==> src/rtl/ram_access_ctrl_if.sv <==
// Bundle of the fetch port, load/store port and RAM-side bus of ram_access_ctrl.
// master is the controller's view (it is the only master of the RAM); slave is the environment's view.
interface ram_access_ctrl_if;
  logic        if_req;
  logic [7:0]  if_addr;
  logic [31:0] if_data;
  logic        if_ack;
  logic        d_req;
  logic [5:0]  d_opcode;
  logic [7:0]  d_addr;
  logic [31:0] d_wdata;
  logic [31:0] d_rdata;
  logic        d_ack;
  logic        err;
  logic        busy;
  logic        mem_mfa;
  logic [5:0]  mem_opcode;
  logic [7:0]  mem_addr;
  logic [31:0] mem_wdata;
  logic [31:0] mem_rdata;
  logic        mem_mfc;

  modport master (
    input  if_req, if_addr, d_req, d_opcode, d_addr, d_wdata, mem_rdata, mem_mfc,
    output if_data, if_ack, d_rdata, d_ack, err, busy,
           mem_mfa, mem_opcode, mem_addr, mem_wdata
  );

  modport slave (
    output if_req, if_addr, d_req, d_opcode, d_addr, d_wdata, mem_rdata, mem_mfc,
    input  if_data, if_ack, d_rdata, d_ack, err, busy,
           mem_mfa, mem_opcode, mem_addr, mem_wdata
  );
endinterface

==> src/rtl/ram_access_ctrl.sv <==
// MFA/MFC sequencer sharing the 256-byte RAM between fetch (F) and load/store (D) ports.
// Optional macro ALIGN_CHECK_EN rejects misaligned halfword/word accesses without touching the RAM.
module ram_access_ctrl #(
  parameter int unsigned TIMEOUT_CYC = 15
) (
  input logic               clk,
  input logic               rst_n,
  ram_access_ctrl_if.master bus
);

  localparam logic [5:0] OP_LD   = 6'b001000;
  localparam logic [5:0] OP_LDUB = 6'b000001;
  localparam logic [5:0] OP_LDUH = 6'b000010;
  localparam logic [5:0] OP_LDSB = 6'b001001;
  localparam logic [5:0] OP_LDSH = 6'b001010;
  localparam logic [5:0] OP_ST   = 6'b000100;
  localparam logic [5:0] OP_STB  = 6'b000101;
  localparam logic [5:0] OP_STH  = 6'b000110;
  localparam logic [7:0] TIMEOUT_LAST = 8'(TIMEOUT_CYC - 1);

`ifdef ALIGN_CHECK_EN
  localparam bit ALIGN_EN = 1'b1;
`else
  localparam bit ALIGN_EN = 1'b0;
`endif

  typedef enum logic [1:0] {
    S_IDLE,
    S_ASSERT,
    S_WAIT,
    S_RELEASE
  } state_t;

  state_t     state, state_nx;
  logic       last_grant_d;
  logic       grant_d;
  logic [7:0] wait_cnt;
  logic       d_elig, f_elig, pick_d, pick_f;
  logic       d_ok, f_ok;
  logic       mem_is_store;
  logic       timeout_hit;

  function automatic logic op_supported(input logic [5:0] op);
    case (op)
      OP_LD, OP_LDUB, OP_LDUH, OP_LDSB, OP_LDSH, OP_ST, OP_STB, OP_STH: return 1'b1;
      default: return 1'b0;
    endcase
  endfunction

  function automatic logic op_aligned(input logic [5:0] op, input logic [7:0] addr);
    case (op)
      OP_LDUH, OP_LDSH, OP_STH: return !ALIGN_EN || (addr[0] == 1'b0);
      OP_LD, OP_ST:             return !ALIGN_EN || (addr[1:0] == 2'b00);
      default:                  return 1'b1;
    endcase
  endfunction

  // A requester still sees its own ack pulse high for one cycle after a
  // rejected grant; masking it keeps that held request from being re-granted.
  assign d_elig = bus.d_req & ~bus.d_ack;
  assign f_elig = bus.if_req & ~bus.if_ack;
  assign pick_d = d_elig && !(last_grant_d && f_elig);
  assign pick_f = !pick_d && f_elig;
  assign d_ok   = op_supported(bus.d_opcode) && op_aligned(bus.d_opcode, bus.d_addr);
  assign f_ok   = op_aligned(OP_LD, bus.if_addr);

  assign mem_is_store = (bus.mem_opcode == OP_ST) || (bus.mem_opcode == OP_STB) ||
                        (bus.mem_opcode == OP_STH);
  assign timeout_hit  = (wait_cnt == TIMEOUT_LAST);

  assign bus.mem_mfa = (state == S_ASSERT) || (state == S_WAIT);
  assign bus.busy    = (state != S_IDLE);

  always_ff @(posedge clk or negedge rst_n) begin
    if (!rst_n) state <= S_IDLE;
    else        state <= state_nx;
  end

  always_comb begin
    state_nx = state;
    case (state)
      S_IDLE:    if ((pick_d && d_ok) || (pick_f && f_ok)) state_nx = S_ASSERT;
      S_ASSERT:  state_nx = S_WAIT;
      S_WAIT:    if (bus.mem_mfc || timeout_hit) state_nx = S_RELEASE;
      S_RELEASE: if (!bus.mem_mfc) state_nx = S_IDLE;
      default:   state_nx = S_IDLE;
    endcase
  end

  always_ff @(posedge clk or negedge rst_n) begin
    if (!rst_n) begin
      last_grant_d   <= 1'b0;
      grant_d        <= 1'b0;
      wait_cnt       <= '0;
      bus.if_data    <= '0;
      bus.if_ack     <= 1'b0;
      bus.d_rdata    <= '0;
      bus.d_ack      <= 1'b0;
      bus.err        <= 1'b0;
      bus.mem_opcode <= '0;
      bus.mem_addr   <= '0;
      bus.mem_wdata  <= '0;
    end else begin
      bus.if_ack <= 1'b0;
      bus.d_ack  <= 1'b0;
      bus.err    <= 1'b0;
      case (state)
        S_IDLE: begin
          if (pick_d) begin
            last_grant_d <= 1'b1;
            if (d_ok) begin
              grant_d        <= 1'b1;
              bus.mem_opcode <= bus.d_opcode;
              bus.mem_addr   <= bus.d_addr;
              bus.mem_wdata  <= bus.d_wdata;
            end else begin
              bus.d_ack <= 1'b1;
              bus.err   <= 1'b1;
            end
          end else if (pick_f) begin
            last_grant_d <= 1'b0;
            if (f_ok) begin
              grant_d        <= 1'b0;
              bus.mem_opcode <= OP_LD;
              bus.mem_addr   <= bus.if_addr;
              bus.mem_wdata  <= '0;
            end else begin
              bus.if_ack <= 1'b1;
              bus.err    <= 1'b1;
            end
          end
        end
        S_ASSERT: wait_cnt <= '0;
        S_WAIT: begin
          if (bus.mem_mfc) begin
            if (!mem_is_store) begin
              if (grant_d) bus.d_rdata <= bus.mem_rdata;
              else         bus.if_data <= bus.mem_rdata;
            end
            if (grant_d) bus.d_ack  <= 1'b1;
            else         bus.if_ack <= 1'b1;
          end else if (timeout_hit) begin
            if (grant_d) bus.d_ack  <= 1'b1;
            else         bus.if_ack <= 1'b1;
            bus.err <= 1'b1;
          end else begin
            wait_cnt <= wait_cnt + 8'd1;
          end
        end
        default: ;
      endcase
    end
  end

endmodule

==> src/flat_wrapper.sv <==
// flat-port wrapper written by rule: the top's interface ports become plain ports
module ram_access_ctrl_flat 
#(
  parameter int unsigned TIMEOUT_CYC = 15
)
  (clk, rst_n, bus_if_req, bus_if_addr, bus_d_req, bus_d_opcode, bus_d_addr, bus_d_wdata, bus_mem_rdata, bus_mem_mfc, bus_if_data, bus_if_ack, bus_d_rdata, bus_d_ack, bus_err, bus_busy, bus_mem_mfa, bus_mem_opcode, bus_mem_addr, bus_mem_wdata);
  ram_access_ctrl_if bus_i ();
  input logic clk;
  input logic rst_n;
  input wire logic [$bits(bus_i.if_req)-1:0] bus_if_req;
  input wire logic [$bits(bus_i.if_addr)-1:0] bus_if_addr;
  input wire logic [$bits(bus_i.d_req)-1:0] bus_d_req;
  input wire logic [$bits(bus_i.d_opcode)-1:0] bus_d_opcode;
  input wire logic [$bits(bus_i.d_addr)-1:0] bus_d_addr;
  input wire logic [$bits(bus_i.d_wdata)-1:0] bus_d_wdata;
  input wire logic [$bits(bus_i.mem_rdata)-1:0] bus_mem_rdata;
  input wire logic [$bits(bus_i.mem_mfc)-1:0] bus_mem_mfc;
  output wire logic [$bits(bus_i.if_data)-1:0] bus_if_data;
  output wire logic [$bits(bus_i.if_ack)-1:0] bus_if_ack;
  output wire logic [$bits(bus_i.d_rdata)-1:0] bus_d_rdata;
  output wire logic [$bits(bus_i.d_ack)-1:0] bus_d_ack;
  output wire logic [$bits(bus_i.err)-1:0] bus_err;
  output wire logic [$bits(bus_i.busy)-1:0] bus_busy;
  output wire logic [$bits(bus_i.mem_mfa)-1:0] bus_mem_mfa;
  output wire logic [$bits(bus_i.mem_opcode)-1:0] bus_mem_opcode;
  output wire logic [$bits(bus_i.mem_addr)-1:0] bus_mem_addr;
  output wire logic [$bits(bus_i.mem_wdata)-1:0] bus_mem_wdata;
  assign bus_i.if_req = bus_if_req;
  assign bus_i.if_addr = bus_if_addr;
  assign bus_i.d_req = bus_d_req;
  assign bus_i.d_opcode = bus_d_opcode;
  assign bus_i.d_addr = bus_d_addr;
  assign bus_i.d_wdata = bus_d_wdata;
  assign bus_i.mem_rdata = bus_mem_rdata;
  assign bus_i.mem_mfc = bus_mem_mfc;
  assign bus_if_data = bus_i.if_data;
  assign bus_if_ack = bus_i.if_ack;
  assign bus_d_rdata = bus_i.d_rdata;
  assign bus_d_ack = bus_i.d_ack;
  assign bus_err = bus_i.err;
  assign bus_busy = bus_i.busy;
  assign bus_mem_mfa = bus_i.mem_mfa;
  assign bus_mem_opcode = bus_i.mem_opcode;
  assign bus_mem_addr = bus_i.mem_addr;
  assign bus_mem_wdata = bus_i.mem_wdata;
  ram_access_ctrl #(.TIMEOUT_CYC(TIMEOUT_CYC)) u_core (.clk(clk), .rst_n(rst_n), .bus(bus_i));
endmodule
==> config.mk <==
export PLATFORM = sky130hd
export DESIGN_NAME = ram_access_ctrl_flat
export DESIGN_NICKNAME = d
export VERILOG_FILES = /design/src/rtl/ram_access_ctrl_if.sv /design/src/rtl/ram_access_ctrl.sv /design/src/flat_wrapper.sv
export SDC_FILE = /design/constraint.sdc
export NUM_CORES = 1
export LEC_CHECK = 0
export ABC_AREA = 1
export CAP_MARGIN = 0
export CORE_MARGIN = 5
export CORE_UTILIZATION = 45
export CTS_BUF_LIST = sky130_fd_sc_hd__clkbuf_8
export DETAILED_ROUTE_END_ITERATION = 8
export PLACE_DENSITY = 0.89
export SETUP_SLACK_MARGIN = 0.4
export SKIP_LAST_GASP = 1
export SYNTH_ARGS = -nofsm -noshare
export SYNTH_HDL_FRONTEND = slang
export SYNTH_SLANG_ARGS = --single-unit
==> constraint.sdc <==
create_clock -name clk -period 1.7 [get_ports clk]
set_input_delay 0.51 -clock clk [delete_from_list [all_inputs] [get_ports clk]]
set_output_delay 0.51 -clock clk [all_outputs]
set_load 0.01 [all_outputs]
Word-level counts from Yosys, hierarchy flattened
Memories as Yosys holds them, arrays and structs flattened.
Index checks and enable logic that the tools add are counted.
{ "word_totals": {"reg_bits": 125, "n_memories": 1, "rom_bits": 16, "in_bits": 91, "word_cells": 89, "output_inout_bits": 115} }
{ "mem_list": {"columns": ["memory", "words", "width", "rd", "rd_clocked_by_memory_dff", "write_ports", "line", "text"], "rows": [
  ["(no name shown)", 16, 1, 1, 0, 0, "ram_access_ctrl.sv:44", "case (op)"]
]} }
{ "op_classes": {"eq_ne": 13, "n_reduce_logical": 22, "bitwise": 6, "n_mux": 34, "add_sub_neg": 1} }
{ "op_table": {"columns": ["cell", "count"], "rows": [
  ["$mux W32", 3],
  ["$mux W8", 5],
  ["$eq A6 B3 Y1 const B", 3],
  ["$mux W6", 3],
  ["$mux W1", 16],
  ["$pmux W8 S2", 1],
  ["$ne A2 B2 Y1 const B", 5],
  ["$reduce_and A3 Y1", 3],
  ["$add A8 B1 Y8 const B", 1],
  ["$eq A8 B4 Y1 const B", 1],
  ["$pmux W2 S4", 1],
  ["$reduce_and A4 Y1", 2],
  ["$mux W2", 3],
  ["$reduce_bool A2 Y1", 3],
  ["$logic_or A1 B1 Y1", 5],
  ["$eq A2 B2 Y1 const B", 2],
  ["$logic_and A1 B1 Y1", 4],
  ["$logic_not A2 Y1", 2],
  ["$not A1 Y1", 4],
  ["$pmux W1 S2", 2],
  ["$and A1 B1 Y1", 2],
  ["$eq A2 B1 Y1 const B", 1],
  ["$logic_not A1 Y1", 2],
  ["$ne A2 B1 Y1 const B", 1],
  ["$reduce_and A2 Y1", 1]
]} }

Logic depth before layout (Yosys ltp)
{ "depth": {"depth_word": 10, "depth_mapped": 11, "ltp_nobuf": 11} }

Least setup slack after synthesis
Ideal clock, no wire load.
{ "synth_path": {"kind": "input port to flip-flop", "from": "input bus_d_opcode[0]", "to": "register u_core.bus.mem_opcode[1] (netlist name)", "setup_ns": 0.116, "required_ns": 1.584, "path_buffers": 2, "path_stages": 10, "arrival_ns": 1.495, "setup_slack_ns": 0.089, "cell_sequence": "ha_1 -> o21ai_1 -> nand2_1 -> nand3_2 -> nand2_4 -> nand2_4 -> buf_6 -> buf_8 -> nand2_2 -> nand2_1"} }
{ "synth_via": {"elab_chain_cells": 4} }
{ "synth_lines": {"columns": ["element", "line", "text"], "rows": [
  ["from (decl)", "flat_wrapper.sv:13", "input wire logic [$bits(bus_i.d_opcode)-1:0] bus_d_opcode;"],
  ["$mem_v2 Z16 W1", null, null],
  ["$mux W1", "ram_access_ctrl.sv:44", null],
  ["$ne A2 B2 Y1 (no source line)", null, null],
  ["$reduce_and A3 Y1 (no source line)", null, null],
  ["to (signal assigned)", "ram_access_ctrl.sv:113", "bus.mem_opcode <= bus.d_opcode;"],
  ["to (decl)", "ram_access_ctrl_if.sv:26", "mem_mfa, mem_opcode, mem_addr, mem_wdata"]
]} }
No other way between the ends.
A chain may end at the register's enable or synchronous reset.

Final worst setup path
{ "layout_path": {"from": "register u_core.bus.mem_opcode[1] (netlist name)", "to": "register u_core.bus.d_rdata[13]"} }
{ "layout_via": {"elab_chain_cells": 5, "word_cells_on_any_way": 7, "classes_between": "eq/ne (3); bitwise (1); reduce/logical (3)"} }
{ "layout_lines": {"columns": ["element", "line", "text"], "rows": [
  ["$eq A6 B3 Y1", "ram_access_ctrl.sv:67", "assign mem_is_store = (bus.mem_opcode == OP_ST) || (bus.mem_opcode == OP_STB) ||"],
  ["$logic_or A1 B1 Y1", "ram_access_ctrl.sv:67", null],
  ["$logic_or A1 B1 Y1 *", "ram_access_ctrl.sv:67", null],
  ["$not A1 Y1 (no source line) *", null, null],
  ["$reduce_and A4 Y1 (no source line) *", null, null],
  ["to (signal assigned)", "ram_access_ctrl.sv:137", "if (grant_d) bus.d_rdata <= bus.mem_rdata;"],
  ["to (decl)", "ram_access_ctrl_if.sv:25", "output if_data, if_ack, d_rdata, d_ack, err, busy,"]
]} }
Mark *: on every way between the ends. The rest lies on a longest branch, timed or not.

==> results.txt <==
The number of fillers in the final layout came out at 332. The final layout contains 1,089 nets. The highest net fanout along the worst path came out at 8. The count of unique library cells instantiated by Yosys came out at 28. The max-cap violation count is 0. The cell internal power dissipation came out at 12.4 mW. The routing usage on met3 came out at 10.1%. The core region is 11,400 um^2. Timing would allow up to 0.520 GHz.

The area used by multi-input combinational logic is 2530 um^2. At the pin with the least slew margin, the transition time is 0.395 ns. Setup violations remaining at the end of the flow were counted as 121. The mean routed wirelength per cell came out at 27.4 um. The number of nets in the synthesized netlist is 689. The initial antenna violation count came to 0. The wire length of the first global-routing pass is 35.3 mm.

The total power per unit cell area came out at 1970 nW/um^2. The die is 118 um tall. The total routed wirelength is 31.4 mm. The I/O pin count came out at 206. The initial core utilization is 46.0%. The worst supply voltage drop on vdd is 0.00130 V. The number of buffers on the longest clock path came out at 2. The share of the core filled with cells came out at 93.7%. The number of H-tree levels came out at 4. The final instance area came out at 10,700 um^2. The number of buffers added by the clock tree synthesis step came out at 17. The cell count after synthesis came out at 591. The number of sinks on the clock net came out at 125. The width of the die came out at 118 um.

The total congestion overflow after global routing is 0. The source of the worst register-to-register timing path is u_core.bus.mem_opcode[1]. Registers take 3130 um^2. After layout, the worst setup slack is -0.223 ns.

The tightest hold margin is 0.355 ns. The synthesized area came out at 5260 um^2. The placed cell area is 7690 um^2. The share of the cycle needed by the critical path after routing came out at 113%.

The number of vias per cell after detailed routing is 6.03. Clock tree synthesis selected as its root buffer the cell sky130_fd_sc_hd__clkbuf_8. The total vias in the final route is 6,922.

The layer carrying the most global-route usage is met2. For the worst setup path, the data arrival time is 2.27 ns. The area growth from synthesis to layout came out at 103%. The startpoint identified for the worst hold timing path is bus_d_opcode[1]. The count of pins over their slew limit is 0. The worst max-slew margin expressed relative to the limit is 73.6%. Summing the sequential cell areas from Yosys gives 59.5% of the chip area.

Across every metal layer, demand over resource in global routing totals 32.4%. The capturing element type of the critical path is a flip-flop. The relative contribution of sequential cells to total power is 25.7%.

The fraction of power consumed by combinational cells is 59.5%. The number of global-route vias before repair is 6,286. The checks that failed: negative setup slack. The violation count after the first detailed-routing iteration came out at 879.

STA classifies the critical path startpoint as a flip-flop. After clock tree synthesis, the clock-pin slew on the worst setup and hold paths is 0.10 ns. The number of buffers inserted by port buffering came out at 205. Once detail routing completed, the nets flagged for antenna violations numbered 0. Global routing used 37.5% of the available met1 tracks. In the routed design, unresolved DRC markers number 0. At the worst endpoint, the required time is 2.05 ns. Setup total negative slack on the finished layout was measured at -11.10 ns.

The flow ran to the end, but the final reports show violations. In this run the worst setup path begins at u_core.bus.mem_opcode[1]. The floorplan step defined a die boundary enclosing 13,900 um^2. Setup repair after global routing could not meet its margin everywhere. The standby leakage power is 5.48 nW. The total inserted antenna cells came out at 0. Routability-driven placement finished with a final weighted congestion of 0.911. The final setup skew is 0.0191 ns. The TritonCTS clock tree is yes. The switching share of power came out at 41.3%. The hold violation count in the final report is 0.

The final total power is 21.0 mW. The met2 track demand over resource in global routing came out at 54.1%. The critical path in this run is classified as flip-flop to flip-flop. The post-detailed-placement half-perimeter wirelength is 11.0 mm. The share of total power dissipated in the clock network is 14.7%. The pin count of the biggest net entering global routing came out at 71. The first detailed-routing pass took 7 iterations.

The tightest min-delay check is of the input pin to flip-flop type. The shortest clock period the worst path allows after layout is 1.92 ns. The synthesized area per cell is 8.89 um^2. The net switching component of the power is 8.68 mW.

The number of cell rows is 39. Of the cells placed in the final design, the portion with a size suffix greater than 1 is 53.2%. Synthesis inferred 125 register bits. The Yosys step of the flow raised 0 warnings.

At the later pin of the worst-skew pair, clock insertion delay measures 0.46 ns.
final cells by class:
| cell class | count | share of cell area, % |
|---|---|---|
| clock inverter | 14 | 1.82 |
| tap | 143 | 1.67 |
| clock buffer | 18 | 2.32 |
| timing repair inverter | 2 | 0.175 |
| multi-input combinational | 384 | 23.7 |
| inverter | 58 | 2.32 |
| timing repair buffer | 403 | 38.8 |
| sequential | 125 | 29.3 |
final timing paths:
kind,to,slack (ns),cells after the start
setup / recovery,u_core.bus.d_rdata[13],-0.22,10
hold / removal,u_core.bus.mem_opcode[1],0.35,3
setup reg to reg,u_core.bus.d_rdata[13],-0.22,10
hold reg to reg,u_core.bus.d_rdata[26],0.50,2
max in group asynchronous,u_core.bus.mem_wdata[20],0.67,3
min in group asynchronous,u_core.bus.d_rdata[6],0.44,2
registers in the layout (all words and copies together) (netlist names), 2 cells and up:
signal / flops
u_core.bus.d_rdata: 32
u_core.bus.if_data: 32
u_core.bus.mem_wdata: 32
u_core.bus.mem_addr: 8
u_core.wait_cnt: 8
u_core.bus.mem_opcode: 6
u_core.state: 2
cells by family (layout without fill, tap and decap cells):
group	Yosys count	in the layout	share of synthesized area, %
AND/OR/NAND/NOR	294	295	23.8
flip-flops	125	125	59.5
buffers and inverters	83	495	7.02
AO/OA/AOI/OAI	81	81	7.86
adder cells (fa/ha/maj)	7	7	1.67
XOR/XNOR	1	1	0.167
placed cells by master, fill, tap and decap left out, types with 5 or more instances in the layout:
master	count
sky130_fd_sc_hd__nand2_4	29
sky130_fd_sc_hd__nand3_2	18
sky130_fd_sc_hd__inv_1	49
sky130_fd_sc_hd__clkbuf_8	18
sky130_fd_sc_hd__clkinv_4	5
sky130_fd_sc_hd__o21ai_1	38
sky130_fd_sc_hd__nand2_2	73
sky130_fd_sc_hd__nand2_1	121
sky130_fd_sc_hd__buf_4	127
sky130_fd_sc_hd__nand3_1	31
sky130_fd_sc_hd__inv_2	5
sky130_fd_sc_hd__buf_16	20
sky130_fd_sc_hd__buf_2	59
sky130_fd_sc_hd__buf_6	80
sky130_fd_sc_hd__o21ai_2	33
sky130_fd_sc_hd__buf_12	23
sky130_fd_sc_hd__nor2_1	7
sky130_fd_sc_hd__dfrtp_1	124
sky130_fd_sc_hd__clkdlybuf4s50_1	83
power groups by stage:
stage	Clock [mW]	Sequential, mW	Combinational [mW]
detailed placement	0	5.07	6.67
global route	3.20	5.49	12.9
floorplan	0	5.59	2.38
CTS	2.91	5.04	8.97
global placement	0	5.00	6.47
finish	3.10	5.41	12.5
through the flow:
stage,std cells,setup slack [ns]
5_1_grt,1147,-0.243
3_3_place_gp,944,-0.397
3_5_place_dp,944,-0.444
6_report,1147,-0.223
2_1_floorplan,591,0.102
4_1_cts,1078,-0.0590
critical path, cell delays in order, from the launching register on:
cell	delay, ns
sky130_fd_sc_hd__dfrtp_1	0.42
sky130_fd_sc_hd__buf_4	0.18
sky130_fd_sc_hd__nand2_1	0.09
sky130_fd_sc_hd__nand4_1	0.12
sky130_fd_sc_hd__buf_4	0.16
sky130_fd_sc_hd__nand4_4	0.17
sky130_fd_sc_hd__buf_12	0.21
sky130_fd_sc_hd__buf_12	0.12
sky130_fd_sc_hd__buf_16	0.14
sky130_fd_sc_hd__nand2_1	0.10
sky130_fd_sc_hd__o21ai_1	0.10
timing repair:
item / CTS / global route
setup buffers: 77 / 67
pin swaps: 35 / 25
hold buffers: 1 / 0
endpoints found under the hold margin: 2 / 0
cloned: 24 / 2
setup endpoints to repair: 240 / 240
gates resized for setup: 627 / 178
routing by layer:
layer | wire (um) | vias to the layer above | share of wire [%]
li1 | - | 2675 | -
met1 | 10100 | 3295 | 32
met2 | 15100 | 684 | 48
met3 | 3130 | 268 | 10
met4 | 3070 | 0 | 9.8
met5 | 0 | - | 0
cells in the mapped netlist:
cell	instances	share of area, %
sky130_fd_sc_hd__nor2_1	10	0.71
sky130_fd_sc_hd__dfrtp_1	125	60
sky130_fd_sc_hd__buf_4	1	0.14
sky130_fd_sc_hd__nand4_2	1	0.24
sky130_fd_sc_hd__buf_2	14	1.3
sky130_fd_sc_hd__nand3_1	49	4.7
sky130_fd_sc_hd__o21ai_0	71	6.8
sky130_fd_sc_hd__clkbuf_1	6	0.43
sky130_fd_sc_hd__nor2_2	2	0.24
sky130_fd_sc_hd__inv_2	5	0.36
sky130_fd_sc_hd__nand3_2	3	0.57
sky130_fd_sc_hd__o21bai_1	1	0.14
sky130_fd_sc_hd__xor2_1	1	0.17
sky130_fd_sc_hd__a21boi_0	1	0.14
sky130_fd_sc_hd__nand2_2	12	1.4
sky130_fd_sc_hd__inv_1	52	3.7
sky130_fd_sc_hd__ha_1	7	1.7
sky130_fd_sc_hd__nand4_1	1	0.12
sky130_fd_sc_hd__buf_8	1	0.29
sky130_fd_sc_hd__nand2_4	2	0.43
sky130_fd_sc_hd__nor3_1	2	0.19
sky130_fd_sc_hd__o21ai_1	5	0.48
sky130_fd_sc_hd__o31ai_1	1	0.14
sky130_fd_sc_hd__or2_2	1	0.12
sky130_fd_sc_hd__buf_6	3	0.64
sky130_fd_sc_hd__a21oi_1	2	0.19
sky130_fd_sc_hd__inv_4	1	0.12
sky130_fd_sc_hd__nand2_1	211	15
(Power assumes the default switching activity.)
